--- src/rtl/mem_access_stage.sv ---
// Memory-access pipeline stage: drives a variable-latency req/ack data port from the EX/MEM
// register, stalls upstream while an access is outstanding and builds the MEM/WB register.
module mem_access_stage #(
  parameter int unsigned TIMEOUT = 16,
  parameter int unsigned CNT_W   = 5
) (
  input  logic        clk,
  input  logic        rst,
  input  logic [72:0] ex_mem,
  output logic [70:0] mem_wb,
  output logic        dmem_req,
  output logic        dmem_we,
  output logic [31:0] dmem_addr,
  output logic [31:0] dmem_wdata,
  input  logic        dmem_ack,
  input  logic [31:0] dmem_rdata,
  output logic        mem_stall,
  output logic [4:0]  ex_mem_rd,
  output logic        ex_mem_regwrite,
  output logic [31:0] ex_mem_data,
  output logic [4:0]  mem_wb_rd,
  output logic        mem_wb_regwrite,
  output logic [31:0] mem_wb_data,
  input  logic        err_clr,
  output logic        bus_err,
  output logic        misalign_err
);

  typedef enum logic [0:0] {StIdle, StWait} state_e;

  localparam logic [CNT_W-1:0] CntLast = CNT_W'(TIMEOUT - 1);

  state_e           state_q;
  logic [CNT_W-1:0] cnt_q;

  logic        memtoreg, regwrite, memwrite, memread;
  logic [31:0] alu, wdata;
  logic [4:0]  dest;
  logic        memop, aligned, misaligned;
  logic        ack_done, timeout;
  logic [31:0] load_data;
  logic [70:0] wb_next;

  assign memtoreg   = ex_mem[72];
  assign regwrite   = ex_mem[71];
  assign memwrite   = ex_mem[70];
  assign memread    = ex_mem[69];
  assign alu        = ex_mem[68:37];
  assign wdata      = ex_mem[36:5];
  assign dest       = ex_mem[4:0];

  assign memop      = memread | memwrite;
  assign aligned    = (ex_mem[38:37] == 2'b00);
  assign misaligned = memop & ~aligned;

  // Read+write together is a store, so dmem_we follows memwrite alone.
  assign dmem_req   = memop & aligned;
  assign dmem_we    = memwrite & dmem_req;
  assign dmem_addr  = alu;
  assign dmem_wdata = wdata;

  assign ack_done   = dmem_req & dmem_ack;
  // An ack in the last allowed cycle wins over the timeout.
  assign timeout    = dmem_req & ~dmem_ack & (state_q == StWait) & (cnt_q == CntLast);
  assign mem_stall  = dmem_req & ~dmem_ack & ~timeout;

  assign load_data  = (ack_done & memread & ~memwrite) ? dmem_rdata : 32'h0;
  assign wb_next    = {memtoreg, regwrite & ~misaligned, load_data, alu, dest};

  always_ff @(posedge clk or posedge rst) begin
    if (rst) begin
      state_q      <= StIdle;
      cnt_q        <= '0;
      mem_wb       <= '0;
      bus_err      <= 1'b0;
      misalign_err <= 1'b0;
    end else begin
      mem_wb <= mem_stall ? 71'h0 : wb_next;
      if (mem_stall) begin
        state_q <= StWait;
        cnt_q   <= (state_q == StIdle) ? CNT_W'(1) : cnt_q + CNT_W'(1);
      end else begin
        state_q <= StIdle;
        cnt_q   <= '0;
      end
      if (timeout) begin
        bus_err <= 1'b1;
      end else if (err_clr) begin
        bus_err <= 1'b0;
      end
      if (misaligned) begin
        misalign_err <= 1'b1;
      end else if (err_clr) begin
        misalign_err <= 1'b0;
      end
    end
  end

  assign ex_mem_rd       = dest;
  assign ex_mem_regwrite = regwrite;
  assign ex_mem_data     = alu;

  assign mem_wb_rd       = mem_wb[4:0];
  assign mem_wb_regwrite = mem_wb[69];
  assign mem_wb_data     = mem_wb[70] ? mem_wb[68:37] : mem_wb[36:5];

endmodule

--- config.mk ---
export PLATFORM = sky130hd
export DESIGN_NAME = mem_access_stage
export DESIGN_NICKNAME = d
export VERILOG_FILES = /design/src/rtl/mem_access_stage.sv
export SDC_FILE = /design/constraint.sdc
export NUM_CORES = 1
export LEC_CHECK = 0
export ABC_AREA = 1
export CAP_MARGIN = 20
export CORE_AREA = 3 3 123 125
export DETAILED_ROUTE_END_ITERATION = 12
export DIE_AREA = 0 0 126 128
export DONT_BUFFER_PORTS = 1
export RECOVER_POWER = 50
export SYNTH_ARGS = -nofsm -noshare
export SYNTH_HDL_FRONTEND = slang
export SYNTH_SLANG_ARGS = --single-unit
--- constraint.sdc ---
create_clock -name clk -period 7.1 [get_ports clk]
set_input_delay 2.13 -clock clk [delete_from_list [all_inputs] [get_ports clk]]
set_output_delay 2.13 -clock clk [all_outputs]
set_load 0.02 [all_outputs]
Word level (Yosys, flattened, before mapping)
Cells that the tools add are included. W data, S select, Z words.

Flip-flop bits (word level): 79. Output and inout bits: 216. Word-level logic and storage cells: 36.

Add/sub/neg operators: 1. Eq/ne operators: 1. Mux-type cells: 9. Bitwise operators: 17. Reductions and logical operators: 3.

Operator list (count): $mux W71 (1); $mux W32 (2); $and A1 B1 Y1 (11); $mux W5 (2); $add A5 B1 Y5 const B (1); $eq A5 B4 Y1 const B (1); $not A1 Y1 (5); $mux W1 (4); $reduce_bool A2 Y1 (2); $logic_not A2 Y1 (1); $or A1 B1 Y1 (1).

Depth between registers and ports, before layout
Word-level depth: 8. Gate-level depth with buffers: 10.

Worst setup path before layout
No wires, ideal clock.

Path kind: input to output. Start: in ex_mem[70]. End: out mem_stall. Data arrival time: 2.709 ns. Required time: 4.970 ns. Slack: 2.261 ns. Stages on the path: 5. Buffers on the path: 1. Cells stage by stage: inv_1 nand2_1 nand3_1 nor2_2 buf_2.

Cells in the longest elaborated chain, start to end: 7.

RTL lines: start, declared (line 9) `input logic [72:0] ex_mem,`; $or A1 B1 Y1 * (line 52) `assign memop = memread | memwrite;`; $and A1 B1 Y1 * (line 57) `assign dmem_req = memop & aligned;`; $and A1 B1 Y1 * (line 64, 65); $and A1 B1 Y1 (2 in series) (line 64) `assign timeout = dmem_req & ~dmem_ack & (state_q == StWait) & (cnt_q == CntLast);`; $not A1 Y1 (line 65) `assign mem_stall = dmem_req & ~dmem_ack & ~timeout;`; $and A1 B1 Y1 * (line 65); end, declared (line 17) `output logic mem_stall,`.

Mark *: on every way between the ends. The rest lies on a longest branch, timed or not.

Final worst setup path
Same ends and word-level chain as after synthesis.

==> results.md <==
- Slew HR: -52.4%
- Antenna Nets Post-Route: 0
- WS Path Type: primary input to primary output
- First-pass DRT Iterations: 3
- Total negative setup slack: 0 ns
- Status: finished, violations left
- Share of the synthesized area in the top cell type: 49.9%
- Max-slew violations: 114
- Startpoint Class: primary input
- Skew final: 0.00479 ns
- Number of global-route vias before repair: 2263
- Worst reg-to-reg path cell count: 9
- Total power draw: 1.06 mW
- Mapped Nets: 524
- RSZ-0062 raised after global routing: no
- Root Buffer Master: clkbuf_16
- Gr usage total: 11.5%
- Overflow left after global routing: 0
- Fin crit period: 4.98 ns
- WP data required: 4.97 ns
- Flip-flop and latch count after synthesis: 79
- I/O Pins: 325
- Sequential area share after synthesis: 49.9%
- Die height: 128 um
- Distinct cells, synth: 18
- Cell area after synthesis: 3960 um2
- Sequential share of power: 47.2%
- CTS tree: built
- Largest net degree at the start of global routing: 80
- Max Root-Sink Buffers: 2
- Number of max-cap violations: 3
- Top FF cell, synth: dfrtp_1
- Max Clk Rate: 201 MHz
- Clock-pin slew on the worst setup and hold paths: 0.06 ns
- Synth-to-Final Area Change: -8.09%
- Top cells by instance count after synthesis: buf_4 (111), dfrtp_1 (79), inv_1 (79), nor2_1 (76), mux2_2 (30)
- Full die area: 16100 um2
- Detailed Place HPWL: 7340 um
- Num rows: 43
- Most numerous cell in the Yosys netlist: buf_4
- Failing checks: max-capacitance violations, max-slew violations
- HP Class: flop to flop
- RD Place Congestion: 0.714
- Synth top area cells: dfrtp_1 (50%), buf_4 (21%), mux2_2 (8.5%)
- Final setup violation count: 0
- Internal: 0.799 mW
- Sw frac: 24.9%
- First-pass GRT wire length: 13600 um
- Fin crit share: 70.2%
- # fillers: 1495
- Final Hold Fails: 0
- PortBufs: 0
- CP Cell Sequence: inv_1 -> nand2_1 -> nand3_1 -> nor2_1
- Syn_area_per_cell: 9.59 um2
- Layout cells sized above 1: 15.7%
- # DRC: 0
- Via Count: 2049
- Initial antenna violation count: 0
- CP max stage cell: nor2_1
- Ys Warns: 0
- Worst-Margin Slew: 2.29 ns
- Largest area contributor in the netlist: dfrtp_1
- Initial Utilization: 28.3%
- Switch Pwr: 0.265 mW
- WP data arrival: 2.85 ns
- Combinational fraction of design power: 7.1%
- Post-synth EDFFs: 0
- Worst Path Max Fanout: 4
- Total number of clock tree sinks: 79
- Die Width: 126 um
- Fin nets: 419
- Hold Crit Depth: 3
- 1st-iter DRT viols: 82
- N_diodes: 0
- Cells after Synth: 413
- Clock power frac: 45.7%
- Pleak: 1.96 nW
- Vias/cell: 4.16
- Worst IR drop on VDD: 0.0942 mV
- PD cells: 292 nW/um2
- Per-cell routed wire length: 19.3 um
- Post-CTS Setup Inserts: 0
- CTS buffer count: 9
- Post-cts resize count: 0
- Core ar.: 14000 um2
- Hold_buf cts: 0
- H-Tree Depth: 3
- Slowest stage delay, CP: 0.46 ns
- Routed WL: 9500 um
- Later-pin clock latency in the skew report: 0.34 ns
- Async SR Flop Fraction: 100%
- CP Capture Type: primary output
## per-layer routing
metal  routed length (um)  up-vias  global-route usage (%)
li1                     -      892                       -
met3                  967       35                    5.21
met2                 5050      157                    20.4
met4                  316        0                    6.50
met5                    0        -                       0
met1                 3160      965                    11.1
## sequential cells by signal, summed over array words and instances, names as in the netlist
| signal | count |
|---|---|
| mem_wb | 71 |
| cnt_q | 5 |
| bus_err | 1 |
| misalign_err | 1 |
| state_q | 1 |
## logic make-up after synthesis
group,after synthesis,synth area share [%]
AO/OA/AOI/OAI,2,0.253
buffers and inverters,200,30.2
flip-flops,79,49.9
AND/OR/NAND/NOR,98,9.92
adder cells (fa/ha/maj),2,0.632
multiplexers,32,9.10
## critical path, delay by kind of cell
kind                   cells  cell delay (ns)
buffers and inverters      1             0.05
AND/OR/NAND/NOR            3             0.67
## area by class of cell
| class | instances | area (um2) | area share (%) |
|---|---|---|---|
| inverter | 79 | 298 | 8.18 |
| sequential | 79 | 1980 | 54.3 |
| tap | 180 | 225 | 6.19 |
| timing repair buffer | 5 | 38.8 | 1.07 |
| clock buffer | 11 | 233 | 6.39 |
| multi-input combinational | 134 | 786 | 21.6 |
| clock inverter | 5 | 82.6 | 2.27 |
## power groups by stage
stage / Sequential, mW / Combinational [mW] / Clock, mW
detailed placement: 0.511 / 0.0753 / 0
floorplan: 0.504 / 0.155 / 0
global placement: 0.511 / 0.0736 / 0
CTS: 0.503 / 0.0757 / 0.505
global route: 0.504 / 0.0836 / 0.527
finish: 0.502 / 0.0751 / 0.487
## final timing paths
| path | startpoint | to | slack (ns) |
|---|---|---|---|
| worst max-delay path | ex_mem[70] | mem_stall | 2.12 |
| worst min-delay path | cnt_q[3]$_DFF_PP0_ | cnt_q[3]$_DFF_PP0_ | 0.57 |
| worst max register to register | cnt_q[0]$_DFF_PP0_ | mem_wb[24]$_DFF_PP0_ | 3.80 |
| worst min register to register | cnt_q[3]$_DFF_PP0_ | cnt_q[3]$_DFF_PP0_ | 0.57 |
| max in group asynchronous | rst | mem_wb[68]$_DFF_PP0_ | 3.26 |
| min in group asynchronous | rst | mem_wb[18]$_DFF_PP0_ | 2.53 |
## layout by cell type, fill, tap and decap left out, drive strengths merged
master,synthesis,layout
a21oi,1,1
buf,118,2
bufinv,0,2
clkbuf,3,14
clkinv,0,3
clkinvlp,0,1
dfrtp,79,79
ha,2,2
inv,79,78
mux2,32,32
nand2,12,12
nand3,4,4
nand4,3,3
nor2,78,78
o21ai,1,1
or2,1,1
## metrics by stage
step | instances | hold slack (ns) | setup slack, ns | util [%] | cell area (um2)
CTS | 492 | 0.580 | 2.28 | 26.0 | 3640
floorplan | 413 | 0.529 | 2.26 | - | 3960
finish | 493 | 0.573 | 2.12 | 26.0 | 3640
detailed placement | 476 | 0.571 | 2.28 | 23.8 | 3320
global route | 493 | 0.630 | 2.05 | 26.0 | 3640
global placement | 476 | 0.549 | 2.29 | 23.8 | 3320
No activity file was read; power rests on OpenSTA's default activity.
